--- src/rtl/slip_arb_pkg.sv ---
// slip_arb_pkg: shared state type, requester limit and reference round-robin pick
package slip_arb_pkg;
   localparam int ARB_MAXREQ = 8;
   typedef enum logic [1:0] {IDLE, GRANT, GAP} slip_arb_state_t;
   // first set request after ptr, searching ptr+1 .. ptr+n with wrap; returns ptr when none set
   function automatic logic [2:0] rr_pick(input logic [ARB_MAXREQ-1:0] req, input logic [2:0] ptr, input int n);
      rr_pick = ptr;
      for (int k = n; k >= 1; k--)
         if (req[(int'(ptr) + k) % n]) rr_pick = 3'((int'(ptr) + k) % n);
   endfunction
endpackage

--- src/rtl/slip_arb_rr_pick.sv ---
// slip_arb_rr_pick: rotate requests past the pointer, priority-encode, unrotate to a winner index
module slip_arb_rr_pick
   import slip_arb_pkg::*;
#(
   parameter int NREQ = 4,
   parameter int W = $clog2(NREQ)
) (
   input  logic [NREQ-1:0] req,
   input  logic [W-1:0]    ptr,
   output logic [W-1:0]    idx,
   output logic            valid
);
   localparam logic [W:0] N = (W+1)'(NREQ);
   logic [2*NREQ-1:0] dbl;
   logic [NREQ-1:0] rot;
   logic [W-1:0] off;
   logic [W:0] sum;
   always_comb begin
      dbl = {req, req};
      rot = NREQ'(dbl >> ({1'b0, ptr} + 1'b1));
      off = '0;
      for (int i = NREQ-1; i >= 0; i--)
         if (rot[i]) off = W'(i);
      sum = {1'b0, ptr} + 1'b1 + {1'b0, off};
      idx = (sum >= N) ? W'(sum - N) : W'(sum);
      valid = |req;
   end
endmodule

--- src/rtl/slip_bus_arbiter.sv ---
// slip_bus_arbiter: round-robin owner of the MUX2 datapath, registered one-hot SEL with dead gap.
// Define SLIP_ARB_WATCHDOG_EN to force release after MAXHOLD grant cycles when others wait.
module slip_bus_arbiter
   import slip_arb_pkg::*;
#(
   parameter int NREQ = 4,
   parameter int GAP_CYCLES = 1,
   parameter int MAXHOLD = 64
) (
   input  logic                     MasterClock,
   input  logic                     RESETL,
   input  logic [NREQ-1:0]          REQ,
   output logic [NREQ-1:0]          SEL,
   output logic [NREQ-1:0]          GNT,
   output logic [$clog2(NREQ)-1:0]  OWNER,
   output logic                     BUSY,
   output logic                     TIMEOUT
);
   localparam int W = $clog2(NREQ);
   slip_arb_state_t state;
   logic [1:0] gap_cnt;
   logic [W-1:0] win;
   logic win_ok, wd_fire, drop;
   generate
      if (NREQ < 2 || NREQ > ARB_MAXREQ || GAP_CYCLES < 0 || GAP_CYCLES > 3 || MAXHOLD < 2) begin : g_bad
         $error("slip_bus_arbiter: parameter out of range");
      end
   endgenerate
   slip_arb_rr_pick #(.NREQ(NREQ)) u_pick (
      .req   (REQ),
      .ptr   (OWNER),
      .idx   (win),
      .valid (win_ok)
   );
`ifdef SLIP_ARB_WATCHDOG_EN
   localparam int HW = $clog2(MAXHOLD);
   logic [HW-1:0] hold;
   // hold is zero on the first GRANT cycle and saturates at MAXHOLD-1
   always_ff @(posedge MasterClock)
      if (!RESETL || state != GRANT) hold <= '0;
      else if (hold != HW'(MAXHOLD-1)) hold <= hold + 1'b1;
   assign wd_fire = (state == GRANT) && (hold == HW'(MAXHOLD-1)) && |(REQ & ~SEL);
`else
   assign wd_fire = 1'b0;
`endif
   assign drop = !REQ[OWNER] || wd_fire;
   assign GNT = SEL;
   always_ff @(posedge MasterClock)
      if (!RESETL) begin
         state   <= IDLE;
         SEL     <= '0;
         OWNER   <= W'(NREQ-1);
         BUSY    <= 1'b0;
         TIMEOUT <= 1'b0;
         gap_cnt <= '0;
      end else begin
         TIMEOUT <= 1'b0;
         case (state)
            IDLE:
               if (win_ok) begin
                  SEL   <= NREQ'(1) << win;
                  OWNER <= win;
                  BUSY  <= 1'b1;
                  state <= GRANT;
               end
            GRANT:
               if (drop) begin
                  SEL     <= '0;
                  BUSY    <= 1'b0;
                  TIMEOUT <= wd_fire;
                  gap_cnt <= '0;
                  state   <= (GAP_CYCLES > 0) ? GAP : IDLE;
               end
            GAP:
               if (gap_cnt == 2'(GAP_CYCLES-1)) state <= IDLE;
               else gap_cnt <= gap_cnt + 1'b1;
            default: state <= IDLE;
         endcase
      end
endmodule

--- config.mk ---
export PLATFORM = sky130hd
export DESIGN_NAME = slip_bus_arbiter
export DESIGN_NICKNAME = d
export VERILOG_FILES = /design/src/rtl/slip_arb_pkg.sv /design/src/rtl/slip_arb_rr_pick.sv /design/src/rtl/slip_bus_arbiter.sv
export SDC_FILE = /design/constraint.sdc
export NUM_CORES = 1
export LEC_CHECK = 0
export BUFFER_PORTS_ARGS = -buffer_cell sky130_fd_sc_hd__buf_2
export CAP_MARGIN = 10
export CELL_PAD_IN_SITES_DETAIL_PLACEMENT = 0
export CELL_PAD_IN_SITES_GLOBAL_PLACEMENT = 1
export CORE_MARGIN = 2
export CORE_UTILIZATION = 33
export CTS_CLUSTER_SIZE = 40
export DETAILED_ROUTE_END_ITERATION = 8
export GPL_TIMING_DRIVEN = 0
export PLACE_DENSITY = 0.69
export SYNTH_ARGS = -nofsm -noshare
export SYNTH_HDL_FRONTEND = slang
export SYNTH_SLANG_ARGS = --single-unit
--- constraint.sdc ---
create_clock -name MasterClock -period 1.8 [get_ports MasterClock]
set_input_delay 0.27 -clock MasterClock [delete_from_list [all_inputs] [get_ports MasterClock]]
set_output_delay 0.27 -clock MasterClock [all_outputs]
set_load 0.1 [all_outputs]
==> flow_summary.ini, run 1 <==
[timing]
rsz0062_at_grt = true
slew_headroom_pct = 60.33
timing.fmax_mhz = 540.6
fin_crit_sh_pct = 102.8
tightest_slew_ns = 0.5914
drv_slew = 0
setup_viol = 2
period_needed_ns = 1.850
finalHoldViolCount = 0
clock-skew-final_ns = 0.002259
worst_slack_ns = -0.04993

[synthesis]
synth_area_leaders = dfxtp_1, buf_4, nor2_1
synth_top_area_share_pct = 30.14
netlist_instances = 91
yosysWarnings = 0
synth-seq-area-share_pct = 30.14
netlist_area_um2 = 730.7
synth_flop_cell = dfxtp_1
synth-edff-count = 0
synth-async-reset-ratio_pct = 0
synth_cell_types = 36
synth.avg_cell_area_um2 = 8.030
synth.largest_area_cell = dfxtp_1
ys_seq_elements = 11
synth_nets = 100

[worst_setup_path]
crit_fanout = 8
required_ns = 1.96
cp_num_buf_inv = 1
r2r_start = OWNER[0]$_SDFFE_PN1P_
cp_num_cells = 6
reg2reg_depth = 6
cpMaxStageDelayCell = dfxtp_4
end_kind = flop
worstPathArrival_ns = 2.01
crit_path_start_kind = flop
max_stage_delay_ns = 0.42
crit_family = simple AND/OR/NAND/NOR gates
startpoint = OWNER[0]$_SDFFE_PN1P_
cp_cell_sequence = clkinvlp_4 > nor4b_2 > a41oi_1 > nand2_1 > xnor3_2 > a22o_1
crit_type = reg -> reg

[final_layout]
area_delta_synth_final_pct = 30.65
drive_above_1_share_pct = 42.73
diodes = 0
final_nets = 120
fin_area_um2 = 954.7

[cts]
cts_tree = done
clock-root-buffer = clkbuf_4
clock-sinks = 11
clk_latency_ns = 0.26
clockBufferDepth = 2
clkTransAtPathRegs_ns = 0.07
numCtsBuffers = 3
htreeDepth = 1

[floorplan]
die_h_um = 51.06
fp.dieW_um = 51.06
io_pins = 18
die_area_mm2 = 0.002607
std_cell_rows = 17
core-area_mm2 = 0.002148
start_util_pct = 34.01

[placed_design]
gp_congestion = 0.6727
port_buffers = 14
placed_area_um2 = 857.1
dp_hpwl_mm = 1.124

[status]
violations = negative setup slack
status = finished, violations left

[routing]
routed_wl_mm = 1.614
viasPerCell = 4.891
vias = 675
ant_nets = 0
firstDrtPassIters = 4
routedWlPerCell_um = 11.70
drt_iter0_markers = 7
drc = 0

[job]
max-cap-violations = 0

[global_routing]
antenna_found_initial = 0
grt_usage_pct = 12.96
grt_overflow = 0
grt_max_degree = 11
grt_pass1_wl_mm = 2.539
grt_pass1_vias = 585

[worst_hold_path]
hp-start = RESETL
hold_class = in -> reg
holdPathStages = 4
==> placed cells by master (no fill, tap or decap), drive strengths merged, types with 3 or more instances in the layout <==
cell / n
and2: 3
dfxtp: 11
ha: 3
a211oi: 3
a21oi: 4
inv: 4
o21ai: 3
nor2: 11
and3: 3
clkbuf: 5
buf: 24
nand2: 9
==> cells by family (layout without fill, tap and decap cells) <==
group / count (synthesis) / count (layout) / share of synthesized area [%]
flip-flops: 11 / 11 / 30.14
other: 1 / 1 / 0.5132
multiplexers: 1 / 1 / 3.082
adder cells (fa/ha/maj): 3 / 3 / 5.138
AND/OR/NAND/NOR: 39 / 39 / 27.06
XOR/XNOR: 1 / 1 / 3.082
buffers and inverters: 15 / 34 / 11.99
AO/OA/AOI/OAI: 20 / 20 / 19.01
==> state kept, by name, summed over array words and instances (netlist names) <==
register,count
BUSY,1
state,2
OWNER,2
gap_cnt,2
GNT,4
==> worst paths after layout <==
kind	slack, ns	to
hold / removal	0.41	GNT[3]$_SDFFE_PN0P_
setup reg to reg	-0.05	GNT[0]$_SDFFE_PN0P_
hold reg to reg	0.47	GNT[3]$_SDFFE_PN0P_
setup / recovery	-0.05	GNT[0]$_SDFFE_PN0P_
==> worst register-to-register path, delay by kind of cell (launching register included) <==
kind / cells / cell delay (ns)
simple gates: 2 / 0.46
flops: 1 / 0.42
compound gates: 2 / 0.35
xor+xnor: 1 / 0.37
buf+inv: 1 / 0.15
==> per-stage QoR <==
| step | std cells | utilization [%] | hold slack (ns) | setup TNS [ns] | setup WS, ns |
|---|---|---|---|---|---|
| after floorplan | 91 | - | 0.5038 | -0.6459 | -0.1608 |
| after global placement | 133 | 39.90 | 0.4556 | -0.6304 | -0.1603 |
| after detailed placement | 133 | 39.90 | 0.4649 | -0.8147 | -0.1922 |
| after CTS | 138 | 42.98 | 0.4478 | -0.1810 | -0.09094 |
| after global routing | 138 | 44.44 | 0.4236 | -0.5571 | -0.1521 |
| final | 138 | 44.44 | 0.4113 | -0.06543 | -0.04993 |
==> timing repair <==
action | 4_1_cts | 5_1_grt
pin swaps | 9 | 7
setup endpoints to repair | 5 | 7
hold buffers | 0 | 0
setup buffers | 3 | 0
resized for setup | 3 | 10
==> final cells by class <==
| cell class | count | area, µm² |
|---|---|---|
| fill | 236 | 1194 |
| tap | 28 | 35.03 |
| multi-input combinational | 65 | 484.2 |
| buffer | 8 | 53.80 |
| timing repair buffer | 17 | 105.1 |
| clock buffer | 4 | 26.28 |
| inverter | 5 | 22.52 |
| sequential | 11 | 227.7 |
==> cell usage after synthesis, types with 2 or more instances <==
cell type,instances
a211oi_1,3
a21oi_1,4
a22o_1,2
and2_1,3
and3_1,3
buf_4,6
clkbuf_1,2
dfxtp_1,11
ha_1,3
inv_1,5
nand2_1,9
nand3_1,2
nand3b_1,2
nor2_1,11
nor3_1,2
o21ai_0,3
==> layer usage <==
layer / up-vias / part of all wire (%) / track usage [%]
li1: 354 / - / -
met1: 306 / 50 / 17.03
met2: 13 / 44 / 19.91
met3: 2 / 4.8 / 1.754
met4: 0 / 0.99 / 8.108
met5: - / 0 / 0
Power of run 1 is left out: the tool's default activity adds up to more than one toggle a clock period on the data nets, which glitch-free logic cannot reach.
==> run 2: changes to the inputs <==
--- a/config.mk
+++ b/config.mk
@@ -10,11 +10,13 @@
 export CELL_PAD_IN_SITES_DETAIL_PLACEMENT = 0
 export CELL_PAD_IN_SITES_GLOBAL_PLACEMENT = 1
 export CORE_MARGIN = 2
-export CORE_UTILIZATION = 33
+export CORE_UTILIZATION = 35
+export CTS_BUF_LIST = sky130_fd_sc_hd__clkbuf_8
 export CTS_CLUSTER_SIZE = 40
 export DETAILED_ROUTE_END_ITERATION = 8
 export GPL_TIMING_DRIVEN = 0
-export PLACE_DENSITY = 0.69
+export PLACE_DENSITY = 0.73
+export SETUP_SLACK_MARGIN = 0.1
 export SYNTH_ARGS = -nofsm -noshare
 export SYNTH_HDL_FRONTEND = slang
 export SYNTH_SLANG_ARGS = --single-unit
==> run 2 against run 1 <==
Net effect:
- the run still ends with negative setup slack left
- worst hold slack better by 0.063 ns
- register-to-register slack hardly changed
- via count is 0.30% higher
- flip-flop and latch count stayed put
- cell area is 0.39% lower
- critical path depth stayed put
- first-iteration DRC count is 14% higher
- wire length is 5.0% lower
==> flow_summary.ini, run 2 (synthesis gave the netlist of run 1 again) <==
[timing]
rsz0062_at_grt = true
finalHoldViolCount = 0
worst_slack_ns = -0.06286
slew_headroom_pct = 55.64
drv_slew = 0
setup_viol = 4
fin_crit_sh_pct = 103.5
timing.fmax_mhz = 536.8
period_needed_ns = 1.863
clock-skew-final_ns = 0.0004634
tightest_slew_ns = 0.6613

[worst_setup_path]
rrSetupSlack_ns = -0.06
r2r-end = GNT[0]$_SDFFE_PN0P_
end_kind = flop
crit_family = compound AO/OA/AOI/OAI gates
crit_fanout = 10
crit_path_start_kind = flop
worstPathArrival_ns = 1.99
required_ns = 1.93
reg2reg_depth = 6
cpMaxStageDelayCell = xnor3_2
cp_cell_sequence = buf_8 > or3_1 > o31a_1 > nand2_1 > xnor3_2 > a22o_1
crit_type = reg -> reg
cp_num_buf_inv = 1
max_stage_delay_ns = 0.37
r2r_start = OWNER[0]$_SDFFE_PN1P_

[final_layout]
area_delta_synth_final_pct = 30.14
final_cell_mix = buf_2, nor2_1, dfxtp_1, buf_4, nand2_1
layout_commonest_cell = buf_2
final_nets = 121
diodes = 0
drive_above_1_share_pct = 40.54
largest_reg_flops = 4
nFillCells = 211

[worst_hold_path]
holdPathStages = 2
hold_class = reg -> reg
hp-start = GNT[3]$_SDFFE_PN0P_
min_to = GNT[3]$_SDFFE_PN0P_

[floorplan]
start_util_pct = 37.24
fp.dieW_um = 49.69
die_h_um = 49.69
core-area_mm2 = 0.001962
std_cell_rows = 16
io_pins = 18
die_area_mm2 = 0.002469

[placed_design]
gp_congestion = 0.6912
dp_hpwl_mm = 1.112
port_buffers = 14
place_worst_setup_slack_ns = -0.1431

[routing]
routed_wl_mm = 1.533
routedWlPerCell_um = 11.11
ant_nets = 0
viasPerCell = 4.906
firstDrtPassIters = 4
drc = 0
vias = 677
drt_iter0_markers = 8

[cts]
clkTransAtPathRegs_ns = 0.05
clockBufferDepth = 2
clk_latency_ns = 0.23
htreeDepth = 1
clock-sinks = 11
clock-root-buffer = clkbuf_8
numCtsBuffers = 3
cts_hold_buf = 0
cts_tree = done

[global_routing]
grt_pass1_vias = 567
grt_max_degree = 11
antenna_found_initial = 0
grt_overflow = 0
grt_pass1_wl_mm = 2.511
grt_usage_pct = 12.94

[status]
status = finished, violations left
violations = negative setup slack

[job]
max-cap-violations = 0
run 2: how the worst max path moves through the flow:
stage / startpoint / to / slack [ns] / cells after the start
2_1_floorplan: OWNER[0]$_SDFFE_PN1P_ / GNT[0]$_SDFFE_PN0P_ / -0.16 / 8
3_3_place_gp: OWNER[0]$_SDFFE_PN1P_ / GNT[0]$_SDFFE_PN0P_ / -0.16 / 9
3_5_place_dp: OWNER[0]$_SDFFE_PN1P_ / GNT[3]$_SDFFE_PN0P_ / -0.14 / 9
4_1_cts: OWNER[0]$_SDFFE_PN1P_ / GNT[0]$_SDFFE_PN0P_ / -0.11 / 9
5_1_grt: OWNER[0]$_SDFFE_PN1P_ / GNT[0]$_SDFFE_PN0P_ / -0.14 / 9
6_report: OWNER[0]$_SDFFE_PN1P_ / GNT[0]$_SDFFE_PN0P_ / -0.06 / 6
run 2: per-stage QoR:
step / util (%) / area, µm² / hold WS [ns] / instances / TNS [ns]
after global placement: 43.62 / 855.8 / 0.4617 / 132 / -0.6267
after floorplan: - / 752.0 / 0.5038 / 91 / -0.6540
after CTS: 47.39 / 929.6 / 0.4714 / 138 / -0.3533
final: 48.47 / 950.9 / 0.4740 / 138 / -0.1049
after detailed placement: 43.62 / 855.8 / 0.4641 / 132 / -0.5443
after global routing: 48.47 / 950.9 / 0.4868 / 138 / -0.5236
run 2: area by class of cell:
cell class | count | area [µm²] | share of cell area (%)
Clock buffer | 3 | 41.29 | 4.342
Tap cell | 27 | 33.78 | 3.553
Timing Repair Buffer | 17 | 92.59 | 9.737
Clock inverter | 1 | 3.754 | 0.3947
Inverter | 5 | 23.77 | 2.500
Sequential cell | 11 | 227.7 | 23.95
Buffer | 9 | 68.82 | 7.237
Multi-Input combinational cell | 65 | 459.2 | 48.29
run 2: metal layers:
metal  share of wire (%)  vias to the layer above  global-route usage, %
li1                    -                      358                      -
met1                  49                      308                  17.70
met2                  46                       11                  20.00
met3                 4.6                        0                  4.848
met4                   0                        0                  1.389
met5                   0                        -                      0
run 2: repair_timing:
| item | CTS | global route |
|---|---|---|
| pin swaps | 5 | 5 |
| setup endpoints to repair | 6 | 8 |
| cloned | 0 | 0 |
| gates resized for setup | 7 | 6 |
| buffers inserted | 2 | 1 |
run 2: worst reg2reg max path: cells and delay by family, from the launching register on:
| family | cells | cell delay (ns) |
|---|---|---|
| compound gates | 2 | 0.50 |
| buf+inv | 1 | 0.14 |
| xor+xnor | 1 | 0.37 |
| simple gates | 2 | 0.40 |
| flops | 1 | 0.34 |
Power of run 2 is left out for the same reason.
